--- config.mk ---
export PLATFORM = sky130hd
export DESIGN_NAME = i2s_tx_scheduler
export DESIGN_NICKNAME = d
export VERILOG_FILES = /design/src/rtl/i2s_tx_scheduler.sv
export SDC_FILE = /design/constraint.sdc
export NUM_CORES = 1
export LEC_CHECK = 0
export ABC_AREA = 1
export CAP_MARGIN = 20
export CORE_ASPECT_RATIO = 2
export CORE_MARGIN = 2
export CORE_UTILIZATION = 43
export CTS_CLUSTER_SIZE = 30
export DETAILED_ROUTE_END_ITERATION = 10
export HOLD_SLACK_MARGIN = 0.05
export PLACE_DENSITY = 0.76
export SETUP_SLACK_MARGIN = 0.1
export SYNTH_ARGS = -nofsm -noshare
export SYNTH_HDL_FRONTEND = slang
export SYNTH_SLANG_ARGS = --single-unit
--- constraint.sdc ---
create_clock -name clk3 -period 1.75 [get_ports clk3]
set_input_delay 0.175 -clock clk3 [delete_from_list [all_inputs] [get_ports clk3]]
set_output_delay 0.175 -clock clk3 [all_outputs]
set_load 0.05 [all_outputs]
--- src/rtl/i2s_tx_scheduler.sv ---
// I2S transmit frame scheduler: 32-slot mono left-justified frames, round-robin
// sharing of the serial line between two 16-bit requesters, idle word otherwise.
module i2s_tx_scheduler #(
    parameter logic [15:0] IDLE_WORD = 16'h0000
) (
    input  logic        clk3,
    input  logic        reset,
    input  logic        en,
    input  logic        req0,
    input  logic [15:0] data0,
    input  logic        req1,
    input  logic [15:0] data1,
    output logic        ack0,
    output logic        ack1,
    output logic        lrclk,
    output logic        sdata,
    output logic [1:0]  owner,
    output logic        busy
);

    typedef enum logic {
        IDLE = 1'b0,
        RUN  = 1'b1
    } state_t;

    state_t      state;
    logic [4:0]  cnt;
    logic [15:0] word;
    logic        last_grant;   // 1 = requester 1 was granted most recently

    logic        grant0;
    logic        grant1;
    logic        decide;
    logic [15:0] pick_word;
    logic [4:0]  next_slot;

    always_comb begin
        grant0    = req0 & (~req1 | last_grant);
        grant1    = req1 & (~req0 | ~last_grant);
        pick_word = grant0 ? data0 : (grant1 ? data1 : IDLE_WORD);
        next_slot = cnt + 5'd1;
        decide    = en & ((state == IDLE) | (cnt == 5'd31));
    end

    always_ff @(posedge clk3 or negedge reset) begin
        if (!reset) begin
            state      <= IDLE;
            cnt        <= 5'd0;
            word       <= 16'h0000;
            last_grant <= 1'b1;
            ack0       <= 1'b0;
            ack1       <= 1'b0;
            lrclk      <= 1'b0;
            sdata      <= 1'b0;
            owner      <= 2'b00;
            busy       <= 1'b0;
        end else begin
            ack0 <= 1'b0;
            ack1 <= 1'b0;
            if (decide) begin
                // Slot 0 of the new frame is presented straight from the capture.
                state <= RUN;
                cnt   <= 5'd0;
                word  <= pick_word;
                sdata <= pick_word[15];
                lrclk <= 1'b0;
                ack0  <= grant0;
                ack1  <= grant1;
                owner <= {grant1, grant0};
                busy  <= 1'b1;
                if (grant0 | grant1) begin
                    last_grant <= grant1;
                end
            end else if (state == RUN && cnt != 5'd31) begin
                cnt   <= next_slot;
                sdata <= word[~next_slot[3:0]];
                lrclk <= next_slot[4];
            end else begin
                state <= IDLE;
                cnt   <= 5'd0;
                sdata <= 1'b0;
                lrclk <= 1'b0;
                owner <= 2'b00;
                busy  <= 1'b0;
            end
        end
    end

endmodule

======== After elaboration in Yosys (flattened, before gate mapping) ========
Cells that the tools add are included.
Widths: inputs -> output; s select.
storage, ports and cells
  output and inout bits ................... 7
  input port bits ......................... 37
  bits in registers ....................... 29
  word-level logic and storage cells ...... 44
cells by class
  order comparisons ....................... 1
  mux-type cells .......................... 16
  reductions and logical operators ........ 2
  bitwise operators ....................... 12
  equal/unequal tests ..................... 3
  add/subtract/negate cells ............... 1
operators with widths
  operator             count
  $mux 16              2
  $mux 5               2
  $mux 1               9
  $add 5x1->5 const B  1
  $eq 5x5->1 const B   1
  $lt 4x5->1 const B   1
  $ne 5x5->1 const B   1
  $bmux 1 s4           1
  $mux 2               2
  $not 1->1            4
  $not 4->4            1
  $or 1x1->1           4
  $and 1x1->1          3
  $ne 2x2->1 const B   1
  $reduce_and 2->1     1
  $logic_and 1x1->1    1

======== Depth between registers and ports, before layout ========
  word-level depth ........................ 6
  gate-level depth with buffers ........... 11
  mapped depth without buffers ............ 11

======== Least setup slack after synthesis ========
No wires, ideal clock.
  path type ............................... register to register
  start ................................... register cnt[0]
  end ..................................... register word[0]
  stages on the path, launching flop included .. 12
  period minus slack after synthesis ...... 1.734 ns
  required time ........................... 1.623 ns
  path slack .............................. 0.016 ns
  arrival time ............................ 1.608 ns
  library setup time ...................... 0.127 ns
  path buffers ............................ 1
  cells stage by stage .................... dfrtp_1 > ha_1 > nand2_1 > nor2_1 > ha_1 > nor2_4 > inv_6 > nand2_8 > nor2_8 > buf_12 > nand2_4 > o211ai_2
between the ends
  cells in the longest elaborated chain, start to end .. 3
RTL lines
  item                    line  RTL
  start, declared         27    logic [4:0] cnt;
  start signal, assigned  75    cnt <= next_slot;
  $eq 5x5->1              42    decide = en & ((state == IDLE) | (cnt == 5'd31));
  $or 1x1->1              42
  $and 1x1->1             42
  end signal, assigned    64    word <= pick_word;
  end, declared           28    logic [15:0] word;
Every way passes these cells.
A chain may end at the register's enable or synchronous reset.

======== Worst setup path after layout ========
  start ................................... register cnt[0]
  end ..................................... register word[7]
The elaborated chain is that of the path after synthesis.

==> run_results.csv <==
group,metric,value,unit
outcome,status,"complete, no violations",
logic_synthesis,syn_avg_cell_area,9.35,um^2
final_layout,area_growth,42.6,%
worst_setup_path,cp-start-kind,"register",
logic_synthesis,synthSimpleGateAreaFrac,0.312,
grt,antenna_found_initial,0,
clocking,cts_tree,"done",
worst_setup_path,path_class,"register to register",
sta,fin_crit_sh,0.936,
sta,tns,0,ns
floorplanning,initial_utilization,0.440,
route,via_per_inst,4.61,
sta,slew_viol_final,0,
worst_setup_path,cp.arrival,1.85,ns
final_layout,seqCellArea,702,um^2
worst_setup_path,cp-end-kind,"register",
floorplanning,die_area,0.00418,mm^2
logic_synthesis,synth_top_cell_by_area,"dfrtp_1",
logic_synthesis,yosys.area_share.xor_xnor,0.0223,
final_layout,antenna_cells,0,
final_layout,layout-drive-gt1-share,0.248,
final_layout,multi_input_area,753,um^2
sta,fmax,610,MHz
grt,grt.total_usage,0.182,
worst_setup_path,crit_fanout,6,
route,vias,1268,
worst_setup_path,cp_slowest_cell,"dfrtp_1",
logic_synthesis,yosysTopAreaCellShare,0.430,
sta,setup_viol,0,
clocking,h-tree-depth,1,
logic_synthesis,synth_top_family_by_area,"simple AND/OR/NAND/NOR gates",
clocking,cts.clk_slew.worst_paths,0.10,ns
sta,whs,0.265,ns
pwr,leakage,1.13,nW
logic_synthesis,synth_nets,207,
logic_synthesis,yosysSeqAreaShare,0.447,
worst_setup_path,critPathBufInv,2,
clocking,worst_skew_pair.late_latency,0.28,ns
final_layout,utilization,0.628,
worst_setup_path,cp_slowest_stage_delay,0.37,ns
floorplanning,fp.dieW,46.7,um
run,maxCapViolCount,0,
clocking,hold_buffers,0,
grt,grt_pass1_vias,1331,
logic_synthesis,synth-compound-area-share,0.111,
worst_setup_path,crit_chain,"ha_2, nand2_1, nor2_1, ha_2, nor2_4, inv_6, nand2_8, nor2_8, buf_12, nand2_1, o211ai_2",
sta,period_needed,1.64,ns
floorplanning,rows,31,
logic_synthesis,syn_area,0.00157,mm^2
grt,grt_max_degree,29,
floorplanning,core-area,0.00357,mm^2
worst_setup_path,required,1.96,ns
route,drt_wl_total,3.30,mm
route,drt.antenna.violating_nets,0,
place,placement.io_buffers,43,
min_path,hold_class,"input pin to async pin",
logic_synthesis,syn_inst,168,
grt,grt_pass1_wl,5.51,mm
sta,skew,0.00875,ns
logic_synthesis,synth.ff_latch_count,28,
logic_synthesis,synth_area_leaders,"dfrtp_1, nand2_1, o211ai_2",
clocking,cts.sinks,28,
worst_setup_path,rr_startpoint,"cnt[0]",
clocking,cts_buffer_depth,2,
floorplanning,num_io_pins,44,
route,drtIter0Drc,22,
route,post-route-drc-count,0,
floorplanning,die_h,89.5,um
logic_synthesis,yosysWarnings,0,
pwr,powerDensity,1220,mW/mm^2
clocking,cts-root-buf,"clkbuf_8",
sta,hold_viol_final,0,
final_layout,final_nets,266,
final_layout,instances_no_fill,275,
place,hpwl,2.36,mm
worst_setup_path,regToRegSetupSlack,0.11,ns
worst_setup_path,cp-startpoint,"cnt[0]",
route,drt-pass1-iter-count,4,
pwr,vdd_drop_max,717,uV
worst_setup_path,cpLargestDelayFamily,"simple AND/OR/NAND/NOR gates",
clocking,numCtsBuffers,3,
place,gp_congestion,0.789,
sta,tightest_slew,0.495,ns
logic_synthesis,ys_types,24,
logic_synthesis,synthAdderAreaFrac,0.0159,
place,place_inst,263,
grt,grt_overflow_total,0,
sta,rsz0062_at_grt,"true",
final_layout,fill_cells,306,
logic_synthesis,synth_mux_area_frac,0,
sta,maxSlewHeadroom,0.670,
route,wire_per_inst,12.0,um
registers in the layout, summed over array words and instances, names as in the netlist:
| signal | flops |
|---|---|
| owner | 2 |
| cnt | 5 |
| word | 16 |
| state | 1 |
| last_grant | 1 |
| ack1 | 1 |
| ack0 | 1 |
| sdata | 1 |
logic make-up after synthesis:
| group | Yosys count |
|---|---|
| AND/OR/NAND/NOR | 90 |
| buffers and inverters | 28 |
| flip-flops | 28 |
| AO/OA/AOI/OAI | 16 |
| XOR/XNOR | 4 |
| adder cells (fa/ha/maj) | 2 |
cells in the final DEF, fill, tap and decap left out, drive strengths merged, types with 2 or more instances in the layout:
cell type and n:
nand3 15, clkbuf 4, inv 24, nor2 14, dfrtp 27, ha 2, buf 14, nand2 62
clkdlybuf4s50 42, o21ai 2, xor2 3, o211ai 13
where the power goes:
| group | internal, mW | total [mW] | switching (mW) |
|---|---|---|---|
| Sequential | 0.882 | 0.982 | 0.0999 |
| Combinational | 0.605 | 1.40 | 0.791 |
| Clock | 0.163 | 0.362 | 0.198 |
layer usage:
metal,wire length (um),vias up,global-route usage
met3,59,4,0.0121
met2,1970,24,0.348
met5,0,-,0
met4,63,0,0.0682
li1,-,646,-
met1,1200,594,0.195
cell type report:
class                   count  area share
clock buffers               4      0.0201
well taps                  49      0.0274
multi-input cells         113       0.336
inverters                  24      0.0436
repair buffers             57       0.260
flip-flops and latches     28       0.313
Yosys cell counts:
| library cell | number |
|---|---|
| nand2_1 | 52 |
| dfrtp_1 | 27 |
| inv_1 | 19 |
| nand3_1 | 13 |
| nor2_1 | 10 |
| o211ai_2 | 10 |
| nand2_4 | 9 |
| inv_2 | 4 |
| o211ai_1 | 3 |
| xor2_1 | 3 |
| buf_6 | 2 |
| ha_1 | 2 |
| nand3_2 | 2 |
| nor2_8 | 2 |
| a22oi_2 | 1 |
| buf_12 | 1 |
| buf_4 | 1 |
| dfstp_2 | 1 |
| inv_6 | 1 |
| nand2_8 | 1 |
| nor2_4 | 1 |
| o21ai_1 | 1 |
| o21ai_2 | 1 |
| xnor2_1 | 1 |
timing repair:
action | 4_1_cts | 5_1_grt
pin swaps | 2 | 1
gates resized for setup | 6 | 5
cloned | 1 | 0
endpoints found under the setup margin | 17 | 21
endpoints found under the hold margin | 0 | 0
setup buffers | 7 | 0
worst paths after layout:
| check | to | depth (start not counted) |
|---|---|---|
| worst min register to register | last_grant | 2 |
| worst min-delay path | word[11] | 2 |
| worst max-delay path | word[7] | 11 |
| min in group clk3 | word[2] | 3 |
| worst max register to register | word[7] | 11 |
| max in group asynchronous | last_grant | 2 |
through the flow:
stage               area, um^2  setup slack (ns)  total power [mW]
CTS                       2230            0.0941              2.72
global placement          2070            0.0593              2.30
floorplan                 1580             0.109              1.94
detailed placement        2070           0.00740              2.32
global route              2240            0.0199              2.95
finish                    2240             0.112              2.74
Note: power is estimated with default switching activity, not from simulation.
